### config.mk
export PLATFORM = sky130hd
export DESIGN_NAME = adc_frame_sequencer_flat
export DESIGN_NICKNAME = d
export VERILOG_FILES = /design/src/rtl/adc_frame_sequencer_if.sv /design/src/rtl/adc_frame_sequencer.sv /design/src/flat_wrapper.sv
export SDC_FILE = /design/constraint.sdc
export NUM_CORES = 1
export LEC_CHECK = 0
export CORE_MARGIN = 2
export CORE_UTILIZATION = 54
export DETAILED_ROUTE_END_ITERATION = 8
export PLACE_DENSITY = 0.95
export SLEW_MARGIN = 0
export SYNTH_ARGS = -nofsm -noshare
export SYNTH_HDL_FRONTEND = slang
export SYNTH_SLANG_ARGS = --single-unit
### constraint.sdc
create_clock -name clk -period 5.55 [get_ports clk]
set_input_delay 1.11 -clock clk [delete_from_list [all_inputs] [get_ports clk]]
set_output_delay 1.11 -clock clk [all_outputs]
set_load 0.1 [all_outputs]
### src/rtl/adc_frame_sequencer_if.sv
`default_nettype none
// ============================================================================
//  Module      : adc_frame_sequencer_if
//  Description : Frame-capture input and per-sample output bundle of the ADC
//                frame sequencer. The master side is the front-end/consumer,
//                and the slave side is the sequencer itself.
//  Revision    : 1.0 - initial release
// ============================================================================
interface adc_frame_sequencer_if #(
  parameter int NCH = 8,
  parameter int DW  = 24
);
  logic                frame_strobe;
  logic [NCH*DW-1:0]   frame_data;
  logic [NCH-1:0]      ch_enable;
  logic                frame_ready;
  logic [DW-1:0]       adc_data_out;
  logic [2:0]          adc_channel_sel;
  logic                adc_data_ready;

  modport master (
    output frame_strobe, frame_data, ch_enable,
    input  frame_ready, adc_data_out, adc_channel_sel, adc_data_ready
  );

  modport slave (
    input  frame_strobe, frame_data, ch_enable,
    output frame_ready, adc_data_out, adc_channel_sel, adc_data_ready
  );
endinterface
`default_nettype wire

### src/rtl/adc_frame_sequencer.sv
`default_nettype none
// ============================================================================
//  Module      : adc_frame_sequencer
//  Description : Serialises one latched 8-channel ADC frame into single-cycle
//                sample pulses with a fixed idle gap, skipping masked
//                channels. Counts completed and dropped frames; an active-low
//                emergency halt aborts the frame in flight.
//                Optional macro BOREAL_SEQ_PKT_TRIG_EN adds send_packet_strobe,
//                pulsed on every PKT_DIV-th completed frame.
//  Revision    : 1.0 - initial release
// ============================================================================
module adc_frame_sequencer #(
  parameter int NCH = 8,
  parameter int DW  = 24,
  parameter int GAP = 2
`ifdef BOREAL_SEQ_PKT_TRIG_EN
  , parameter int PKT_DIV = 16
`endif
) (
  input  logic                  clk,
  input  logic                  rst_n,
  input  logic                  emergency_halt_n,
  adc_frame_sequencer_if.slave  bus,
  output logic                  busy,
  output logic                  halted,
  output logic [15:0]           frame_count,
  output logic [7:0]            overrun_count
`ifdef BOREAL_SEQ_PKT_TRIG_EN
  , output logic                send_packet_strobe
`endif
);

  localparam logic [2:0] c_st_idle = 3'd0;
  localparam logic [2:0] c_st_load = 3'd1;
  localparam logic [2:0] c_st_emit = 3'd2;
  localparam logic [2:0] c_st_gap  = 3'd3;
  localparam logic [2:0] c_st_halt = 3'd4;

  // Wraps to 4'hF when GAP is 0; the GAP state is unreachable in that case.
  localparam logic [3:0] c_gap_last = 4'(GAP - 1);

  logic [2:0]        r_state;
  logic [2:0]        w_state_nxt;
  logic [NCH*DW-1:0] r_frame;
  logic [NCH-1:0]    r_mask;
  logic [3:0]        r_gap_cnt;
  logic [DW-1:0]     r_data_out;
  logic [2:0]        r_sel;
  logic              r_ready;

  logic              w_frame_ready;
  logic              w_accept;
  logic              w_overrun;
  logic              w_launch;   // a sample pulse is registered this edge
  logic              w_done;     // frame completes this edge
  logic              w_any;
  logic [2:0]        w_next_ch;
  logic [NCH-1:0]    w_onehot;
  logic [DW-1:0]     w_sample;

  assign w_frame_ready = (r_state == c_st_idle) && emergency_halt_n;
  assign w_accept      = bus.frame_strobe && w_frame_ready;
  assign w_overrun     = bus.frame_strobe &&
                         ((r_state == c_st_load) || (r_state == c_st_emit) ||
                          (r_state == c_st_gap));
  assign w_any         = |r_mask;

  assign bus.frame_ready     = w_frame_ready;
  assign bus.adc_data_out    = r_data_out;
  assign bus.adc_channel_sel = r_sel;
  assign bus.adc_data_ready  = r_ready;

  // Lowest-index channel still pending in the latched mask, with its sample
  always_comb begin
    w_next_ch = 3'd0;
    w_onehot  = '0;
    w_sample  = '0;
    for (int i = NCH - 1; i >= 0; i--) begin
      if (r_mask[i]) begin
        w_next_ch   = 3'(i);
        w_onehot    = '0;
        w_onehot[i] = 1'b1;
        w_sample    = r_frame[i*DW +: DW];
      end
    end
  end

  // Next-state decode; halt overrides every state
  always_comb begin
    w_state_nxt = r_state;
    w_launch    = 1'b0;
    w_done      = 1'b0;
    if (!emergency_halt_n) begin
      w_state_nxt = c_st_halt;
    end else begin
      case (r_state)
        c_st_idle: if (bus.frame_strobe) w_state_nxt = c_st_load;
        c_st_load: begin
          if (w_any) begin
            w_state_nxt = c_st_emit;
            w_launch    = 1'b1;
          end else begin
            w_state_nxt = c_st_idle;
          end
        end
        c_st_emit: begin
          if (GAP != 0) begin
            w_state_nxt = c_st_gap;
          end else if (w_any) begin
            w_launch = 1'b1;
          end else begin
            w_state_nxt = c_st_idle;
            w_done      = 1'b1;
          end
        end
        c_st_gap: begin
          if (r_gap_cnt == c_gap_last) begin
            if (w_any) begin
              w_state_nxt = c_st_emit;
              w_launch    = 1'b1;
            end else begin
              w_state_nxt = c_st_idle;
              w_done      = 1'b1;
            end
          end
        end
        c_st_halt: w_state_nxt = c_st_idle;
        default:   w_state_nxt = c_st_idle;
      endcase
    end
  end

  // State register with busy/halted flags registered from the next state
  always_ff @(posedge clk or negedge rst_n) begin
    if (!rst_n) begin
      r_state <= c_st_idle;
      busy    <= 1'b0;
      halted  <= 1'b0;
    end else begin
      r_state <= w_state_nxt;
      busy    <= (w_state_nxt != c_st_idle);
      halted  <= (w_state_nxt == c_st_halt);
    end
  end

  // Frame/mask snapshot on accept; retire each channel as its pulse launches
  always_ff @(posedge clk or negedge rst_n) begin
    if (!rst_n) begin
      r_frame <= '0;
      r_mask  <= '0;
    end else if (w_accept) begin
      r_frame <= bus.frame_data;
      r_mask  <= bus.ch_enable;
    end else if (w_launch) begin
      r_mask  <= r_mask & ~w_onehot;
    end
  end

  // Sample outputs: one-cycle valid pulse, data/channel hold between pulses
  always_ff @(posedge clk or negedge rst_n) begin
    if (!rst_n) begin
      r_ready    <= 1'b0;
      r_sel      <= 3'd0;
      r_data_out <= '0;
    end else begin
      r_ready <= w_launch;
      if (w_launch) begin
        r_sel      <= w_next_ch;
        r_data_out <= w_sample;
      end
    end
  end

  // Idle-gap counter, restarted on every emitted sample
  always_ff @(posedge clk or negedge rst_n) begin
    if (!rst_n) begin
      r_gap_cnt <= 4'd0;
    end else if (r_state == c_st_emit) begin
      r_gap_cnt <= 4'd0;
    end else if (r_state == c_st_gap) begin
      r_gap_cnt <= r_gap_cnt + 4'd1;
    end
  end

  // Completed-frame counter (wrapping) and dropped-strobe counter (saturating)
  always_ff @(posedge clk or negedge rst_n) begin
    if (!rst_n) begin
      frame_count   <= 16'd0;
      overrun_count <= 8'd0;
    end else begin
      if (w_done) frame_count <= frame_count + 16'd1;
      if (w_overrun && (overrun_count != 8'hFF)) overrun_count <= overrun_count + 8'd1;
    end
  end

`ifdef BOREAL_SEQ_PKT_TRIG_EN
  logic [15:0] r_div;

  // Packet trigger divider, advanced only by completed frames
  always_ff @(posedge clk or negedge rst_n) begin
    if (!rst_n) begin
      r_div              <= 16'd0;
      send_packet_strobe <= 1'b0;
    end else begin
      send_packet_strobe <= 1'b0;
      if (w_done) begin
        if (r_div == 16'(PKT_DIV - 1)) begin
          r_div              <= 16'd0;
          send_packet_strobe <= 1'b1;
        end else begin
          r_div <= r_div + 16'd1;
        end
      end
    end
  end
`endif

endmodule
`default_nettype wire

### src/flat_wrapper.sv
// flat-port wrapper written by rule: the top's interface ports become plain ports
module adc_frame_sequencer_flat 
#(
  parameter int NCH = 8,
  parameter int DW  = 24,
  parameter int GAP = 2

)
  (clk, rst_n, emergency_halt_n, busy, halted, frame_count, overrun_count, bus_frame_strobe, bus_frame_data, bus_ch_enable, bus_frame_ready, bus_adc_data_out, bus_adc_channel_sel, bus_adc_data_ready);
  adc_frame_sequencer_if #(.NCH(NCH), .DW(DW)) bus_i ();
  input  logic clk;
  input  logic rst_n;
  input  logic emergency_halt_n;
  output logic busy;
  output logic halted;
  output logic [15:0] frame_count;
  output logic [7:0] overrun_count;
  input wire logic [$bits(bus_i.frame_strobe)-1:0] bus_frame_strobe;
  input wire logic [$bits(bus_i.frame_data)-1:0] bus_frame_data;
  input wire logic [$bits(bus_i.ch_enable)-1:0] bus_ch_enable;
  output wire logic [$bits(bus_i.frame_ready)-1:0] bus_frame_ready;
  output wire logic [$bits(bus_i.adc_data_out)-1:0] bus_adc_data_out;
  output wire logic [$bits(bus_i.adc_channel_sel)-1:0] bus_adc_channel_sel;
  output wire logic [$bits(bus_i.adc_data_ready)-1:0] bus_adc_data_ready;
  assign bus_i.frame_strobe = bus_frame_strobe;
  assign bus_i.frame_data = bus_frame_data;
  assign bus_i.ch_enable = bus_ch_enable;
  assign bus_frame_ready = bus_i.frame_ready;
  assign bus_adc_data_out = bus_i.adc_data_out;
  assign bus_adc_channel_sel = bus_i.adc_channel_sel;
  assign bus_adc_data_ready = bus_i.adc_data_ready;
  adc_frame_sequencer #(.NCH(NCH), .DW(DW), .GAP(GAP)) u_core (.clk(clk), .rst_n(rst_n), .emergency_halt_n(emergency_halt_n), .bus(bus_i), .busy(busy), .halted(halted), .frame_count(frame_count), .overrun_count(overrun_count));
endmodule
### Yosys cells after proc, flatten, opt, wreduce, memory -nomap -nowiden

Cells that the tools add are included.

| operators by class | value |
|---|---|
| add/sub/neg operators | 3 |
| eq/ne operators | 6 |
| multiplexer cells | 41 |
| bitwise operators | 2 |
| reduce and logical (&&, ||, !) cells | 11 |

Operators with widths:

| operator | number |
|---|---|
| $mux W24 | 8 |
| $mux W8 | 10 |
| $mux W3 | 11 |
| $add A16 B1 Y16 const B | 1 |
| $pmux W3 S4 | 1 |
| $add A8 B1 Y8 const B | 1 |
| $and A8 B8 Y8 | 1 |
| $mux W4 | 2 |
| $ne A8 B8 Y1 const B | 1 |
| $not A8 Y8 | 1 |
| $reduce_or A8 Y1 | 1 |
| $mux W1 | 7 |
| $eq A3 B2 Y1 const B | 2 |
| $add A4 B1 Y4 const B | 1 |
| $eq A4 B1 Y1 const B | 1 |
| $logic_and A1 B1 Y1 | 4 |
| $reduce_bool A2 Y1 | 2 |
| $eq A3 B1 Y1 const B | 1 |
| $eq A3 B3 Y1 const B | 1 |
| $logic_not A3 Y1 | 1 |
| $reduce_bool A3 Y1 | 1 |
| $logic_or A1 B1 Y1 | 2 |
| $mux W2 | 1 |
| $pmux W1 S2 | 1 |

| word-level totals | value |
|---|---|
| flip-flop bits (word level) | 261 |
| bits of input ports | 204 |
| output and inout port bits | 55 |

### Logic depth before layout (Yosys ltp)

| depth | value |
|---|---|
| depth in word-level cells | 12 |
| gate-level depth with buffers | 8 |

### Worst setup path before layout

No wires, ideal clock.

| timing | value |
|---|---|
| path kind | input port to flip-flop |
| from | input port emergency_halt_n |
| to | register u_core.r_frame[100] |
| setup time | 117 ps |
| arrival time | 3882 ps |
| required time | 5433 ps |
| slack | 1551 ps |
| cell stages on the path | 6 |
| path buffers | 2 |
| cell sequence | nor4b_2 nand2_1 clkbuf_1 clkbuf_1 nand2_1 nand2_1 |

| between the ends | value |
|---|---|
| word-level cells in the longest chain between the ends | 2 |

RTL lines:

| what | RTL line | source |
|---|---|---|
| from (decl) | flat_wrapper.sv:13 | `input logic emergency_halt_n;` |
| $logic_and A1 B1 Y1 | adc_frame_sequencer.sv:61 | `assign w_frame_ready = (r_state == c_st_idle) && emergency_halt_n;` |
| $logic_and A1 B1 Y1 | adc_frame_sequencer.sv:62 | `assign w_accept = bus.frame_strobe && w_frame_ready;` |
| to (signal assigned) | adc_frame_sequencer.sv:152 | `r_frame <= bus.frame_data;` |
| to (decl) | adc_frame_sequencer.sv:44 | `logic [NCH*DW-1:0] r_frame;` |

Every way passes these cells.
A chain may end at the register's enable or synchronous reset.

### Worst setup path after layout

| timing | value |
|---|---|
| from | input port emergency_halt_n |
| to | output port bus_frame_ready |

| between the ends | value |
|---|---|
| word-level cells in the longest chain between the ends | 1 |

RTL lines:

| what | RTL line | source |
|---|---|---|
| $logic_and A1 B1 Y1 | adc_frame_sequencer.sv:61 |  |
| to (decl) | flat_wrapper.sv:21 | `output wire logic [$bits(bus_i.frame_ready)-1:0] bus_frame_ready;` |

Every way passes these cells.

==> results_dict.tcl <==
set metrics [dict create \
    critical_path.cell_chain "clkdlybuf4s50_1 -> nor4b_2 -> buf_4" \
    mostFrequentLayoutCells "nand2_1 (607), dfrtp_1 (261), clkdlybuf4s50_1 (256)" \
    ys_seq_area_share_pct 57.5 \
    drv_cap 0 \
    dieArea_um2 22200 \
    dp.cells 1718 \
    synth_cells 1258 \
    cts_tree "yes" \
    worstPathRequired_ns 4.44 \
    postCtsSetupBuffers 0 \
    area_growth_pct 32.2 \
    drt-vias-per-instance 5.97 \
    drt-met1-wl_um 12600 \
    diodes 0 \
    slowest_delay_ns 0.58 \
    max_freq_mhz 271 \
    synth_area_leaders "dfrtp_1 (58%), nand2_1 (20%), a221oi_1 (3.7%), o22ai_1 (2.6%), clkbuf_1 (2.0%)" \
    wl_met2_um 17500 \
    power.density_nw_per_um2 445 \
    slew_headroom_pct 14.1 \
    rsz0062_at_grt "false" \
    cp-start-kind "input port" \
    synth_compound_area_share_pct 11.7 \
    arrival_ns 2.59 \
    place_area_um2 14100 \
    path_delay_family "buffers and inverters" \
    path_buf_inv 2 \
    fp-row-count 53 \
    grt_util_all_layers_pct 31.8 \
    firstDrtPassIters 7 \
    yosys_warnings 0 \
    highest_layer "met4" \
    async_flop_share_pct 100 \
    htreeDepth 1 \
    vias 10500 \
    grt_start_max_net_pins 114 \
    power_mw 6.68 \
    synth_area_um2 11400 \
    route.detailed.drc 0 \
    insertion_delay_ns 0.53 \
    peakVddDrop_mv 0.511 \
    totalWireLength_um 35100 \
    wl_per_cell_um 19.9 \
    grt_overflow 0 \
    final.setup.tns_ns 0 \
    synth_simple_gate_area_share_pct 24.8 \
    finalNetCount 1679 \
    synth_top_family_by_area "simple AND/OR/NAND/NOR gates" \
    drive_above_1_share_pct 4.83 \
    final_common_cell "nand2_1" \
    finalCritPeriodShare_pct 66.6 \
    skew_ns 0.00990 \
    dr_wl_met3_um 3000 \
    core_area_um2 20800 \
    setup_viol 0 \
    synthXorXnorAreaFrac_pct 1.47 \
    fin_crit_ns 3.70 \
    critical_path_class "in2out" \
    muxShareOfSynthArea_pct 0.485 \
    cts_buffers 26 \
    grt_pass1_wl_um 55600 \
    antenna_found_initial 0 \
    layoutNonFillerInstCount 1766 \
    ys_types 51 \
    grt_pass1_vias 10600 \
    ys_ff_latch 261 \
    outcome "completed" \
    synth-adder-area-share_pct 0.441 \
    end_kind "primary output" \
    drt_iter0_drc 1033 \
    cts_hold_buf 0 \
    dieHeight_um 149 \
    yosysTopAreaCell "dfrtp_1" \
    final_util_pct 72.1 \
    gp_congestion 0.891 \
    cts_resized 0 \
    postRouteAntennaNets 0 \
    fin_area_um2 15000 \
    ios 259 \
    yosysTopAreaCellShare_pct 57.5 \
    max_slew.worst_pin.slew_ns 1.29 \
    hp-class "reg2reg" \
    clockBufferDepth 3 \
    synth_nets 1466 \
    die_x_um 149 \
    clock_sinks 261 \
    clkSlewWorstSetupHoldPaths_ns 0.06 \
    hold_violations 0 \
    synth_edf_count 0 \
    portBuffers 258 \
    start_util_pct 54.5 \
    dpl.hpwl_um 23300 \
    drv_slew 0 \
    cts-root-buf "clkbuf_16" \
    p_leak_nw 7.18 \
    crit_slowest_cell "clkdlybuf4s50_1" \
    worst-path-max-fanout 7 \
    synth_area_per_cell_um2 9.03 \
    yosys_most_used_dff "dfrtp_1" \
]
## where the power goes
| group | switching (mW) | internal, mW |
|---|---|---|
| Sequential | 0.298 | 2.30 |
| Clock | 0.757 | 1.18 |
| Combinational | 1.49 | 0.661 |
| Total | 2.54 | 4.14 |
## Yosys cell counts, types with 2 or more instances
cell,n
dfrtp_1,261
a211o_1,2
o41ai_1,2
buf_2,20
nand2_1,608
o31ai_1,27
nand4_1,3
nand2b_1,5
or4_1,3
inv_1,11
a21oi_1,3
nor3_1,33
and3_1,5
o22ai_1,48
a22o_1,25
buf_6,2
nor4_1,5
o311ai_1,3
o21ai_1,4
nand3_1,12
a221oi_1,48
mux2_1,2
ha_1,4
xnor2_1,9
clkbuf_1,62
xor2_1,10
o21ai_0,6
nor2b_1,4
mux2_2,2
nor2_1,6
or2_1,3
## per-stage QoR
| step | setup WS [ns] | hold slack [ns] |
|---|---|---|
| after floorplan | 1.55 | 0.446 |
| after global placement | 1.81 | 0.457 |
| after detailed placement | 1.61 | 0.463 |
| after CTS | 1.88 | 0.479 |
| after global routing | 1.79 | 0.499 |
| final | 1.85 | 0.475 |
## path summary, 6_finish.rpt
kind | from | end | slack [ns] | cells after the start
setup reg to reg | u_core.r_mask[6] | u_core.bus.adc_data_out[10] | 2.59 | 5
setup / recovery | emergency_halt_n | bus_frame_ready | 1.85 | 3
hold / removal | u_core.r_frame[75] | u_core.r_frame[75] | 0.47 | 2
min in group asynchronous | rst_n | u_core.overrun_count[7] | 0.63 | 1
max in group asynchronous | rst_n | u_core.r_frame[174] | 3.82 | 2
hold reg to reg | u_core.r_frame[75] | u_core.r_frame[75] | 0.47 | 2
## sequential cells by signal, indices dropped and copies added, names as in the netlist
signal	count
u_core.bus.adc_channel_sel	3
u_core.r_mask	8
u_core.frame_count	16
u_core.bus.adc_data_out	24
u_core.bus.adc_data_ready	1
u_core.r_gap_cnt	4
u_core.r_frame	192
u_core.busy	1
u_core.halted	1
u_core.overrun_count	8
u_core.r_state	3
## worst reg2reg max path, cell delays in order (launching register included)
cell and delay, ns:
dfrtp_1 0.87, nor2b_2 0.75, buf_4 0.36, a221oi_1 0.14, o31ai_1 0.55, a22o_1 0.22
## logic make-up (layout without fill, tap and decap cells)
logic type | after synthesis | count (layout)
and+or+nand+nor | 698 | 698
xor gates and xnor gates | 19 | 19
AOI/OAI and AO/OA | 174 | 174
adders and majority gates | 4 | 4
buffers and inverters | 97 | 330
muxes | 5 | 5
DFF | 261 | 261
## layer usage
layer | up-vias | GRT usage, %
li1 | 4639 | -
met1 | 5115 | 40.6
met2 | 658 | 53.6
met3 | 132 | 4.25
met4 | 0 | 16.1
met5 | - | 0
## cell type report
type,instances,area (µm²)
repair buffers,270,2700
clock inverters,10,161
fillers,1469,5810
multi-input cells,900,4430
flip-flops and latches,261,6530
clock buffers,38,797
well taps,275,344
inverters,12,45.0
No activity file was read; power rests on OpenSTA's default activity.
==> RTL edit, RTL diff (same flow settings) <==
`DW` is set to 24 in 3 places; all go to 12.
--- a/src/rtl/adc_frame_sequencer_if.sv
+++ b/src/rtl/adc_frame_sequencer_if.sv
@@ -9,5 +9,5 @@
 interface adc_frame_sequencer_if #(
   parameter int NCH = 8,
-  parameter int DW  = 24
+  parameter int DW  = 12
 );
   logic                frame_strobe;
--- a/src/rtl/adc_frame_sequencer.sv
+++ b/src/rtl/adc_frame_sequencer.sv
@@ -12,5 +12,5 @@
 module adc_frame_sequencer #(
   parameter int NCH = 8,
-  parameter int DW  = 24,
+  parameter int DW  = 12,
   parameter int GAP = 2
 `ifdef BOREAL_SEQ_PKT_TRIG_EN
--- a/src/flat_wrapper.sv
+++ b/src/flat_wrapper.sv
@@ -3,5 +3,5 @@
 #(
   parameter int NCH = 8,
-  parameter int DW  = 24,
+  parameter int DW  = 12,
   parameter int GAP = 2
 
Interface: changed (resized bus_adc_data_out and bus_frame_data); port bits go from 259 to 151. No check against the original RTL was run, so the function may have changed too.
==> RTL edit against the original RTL <==
Non-clock buffer count shrank 118; area after synthesis shrank 40%; cell area shrank 40%; synthesized cell count shrank 40%; power shrank 42%; worst setup slack gained 0.015 ns; sequential cell count shrank 108; wire length shrank 49%; via count shrank 44%; critical endpoint unchanged; global-route usage shrank 3.7 points.
==> RTL edit: results (changes against the original RTL) <==
placed cell area=0.00838 mm² (-40%); Max rail drop VDD=0.202 mV (-61%); first-pass GRT wire length=28.9 mm (-48%); Clock Path Buffers=2 (-1); Clock Network Area Fraction=0.0634 (-0.000489); top layer in use=met4; CTS root buffer=clkbuf_16; CTS buffer count=17 (-35%); sequential share of cell area=0.428 (-0.00711); met3 wire length=1.21 mm (-60%); Pre-antenna DRT Iters=5 (-2); Arr. time, crit path=2.57 ns (-0.02 ns); #MultiIn Comb=544 (-40%); core footprint=0.0125 mm² (-40%); routed length on met1=7.60 mm (-40%); routed wire length=18.1 mm (-49%); outcome=completed; H-tree levels=4 (+3); syn nets=867 (-41%); Synth Area per Inst=9.05 µm² (+0.27%); non-clock buffer share of cell area=0.169 (-0.0105); Vias=5954 (-44%); Post-synth top cells=nand2_1 (323), dfrtp_1 (153), clkbuf_1 (40); ranking of synthesized cells by area=dfrtp_1 (56%), nand2_1 (18%), clkbuf_1 (2.2%); placed insts=1032 (-40%); Seq/Total Area, Yosys=0.560 (-0.0149); number of non-clock inverters in the layout=11 (-1); multi-input combinational area share=0.311 (+0.0154); post-synthesis cell type count=54 (+5.9%); Routed WL per cell=17.0 µm (-15%); Non-clk bufs=152 (-44%); largest net degree at the start of global routing=113 (-0.88%); Pleak=4.15 nW (-42%); area of the multi-input gates=0.00278 mm² (-37%); gpl congestion=0.806 (-9.6%); Final Skew=0.00666 ns (-0.00324 ns); Worst Tran Pin Value=1.14 ns (-0.145 ns); final net count=991 (-41%); worst-path fanout max=6 (-1); vias in the first global route=5727 (-46%); fillers=908 (-38%); layout cells sized above 1=0.0482 (-0.0000835); Clk Latency, worst-skew pair=0.43 ns (-0.10 ns)
==> RTL edit: final timing paths <==
kind | from | slack (ns) | end | cells after the start
worst max-delay path | emergency_halt_n | 1.87 | bus_frame_ready | 3
worst min-delay path | u_core.frame_count[15] | 0.47 | u_core.frame_count[15] | 1
worst max register to register | u_core.r_mask[2] | 2.68 | u_core.bus.adc_channel_sel[0] | 5
worst min register to register | u_core.frame_count[15] | 0.47 | u_core.frame_count[15] | 1
max in group asynchronous | rst_n | 3.62 | u_core.r_frame[81] | 2
min in group asynchronous | rst_n | 0.80 | u_core.overrun_count[3] | 1
==> RTL edit: where the power goes <==
part           internal (mW)  leakage (nW)  switching, mW
Sequential              1.33          1.93          0.188
Combinational          0.372          1.94          0.832
Clock                  0.682         0.274          0.439
Total                   2.39          4.15           1.46
==> RTL edit: routing by layer <==
layer  vias to the layer above  track usage
met5                         -            0
met4                         0       0.0968
met3                        32       0.0597
met2                       247        0.448
met1                      2901        0.388
li1                       2774            -
==> RTL edit: worst register-to-register path, cell delays in order (launching register included) <==
cell     delay, ns
dfrtp_1       0.64
nor4_1        0.62
and2_1        0.57
or2_1         0.47
inv_1         0.17
mux2_2        0.30
==> RTL edit: through the flow <==
stage	power [mW]	worst slack, ns
floorplan	2.32	0.167
global placement	2.70	1.89
detailed placement	2.72	1.88
CTS	3.85	1.87
global route	4.00	1.75
finish	3.85	1.87
==> RTL edit: kinds of logic after synthesis <==
family / Yosys count / share of synthesized area
compound gates: 103 / 0.107
xor+xnor: 22 / 0.0282
fa+ha+maj: 4 / 0.00732
buf+inv: 58 / 0.0339
flops: 153 / 0.560
mux: 3 / 0.00494
simple gates: 412 / 0.258
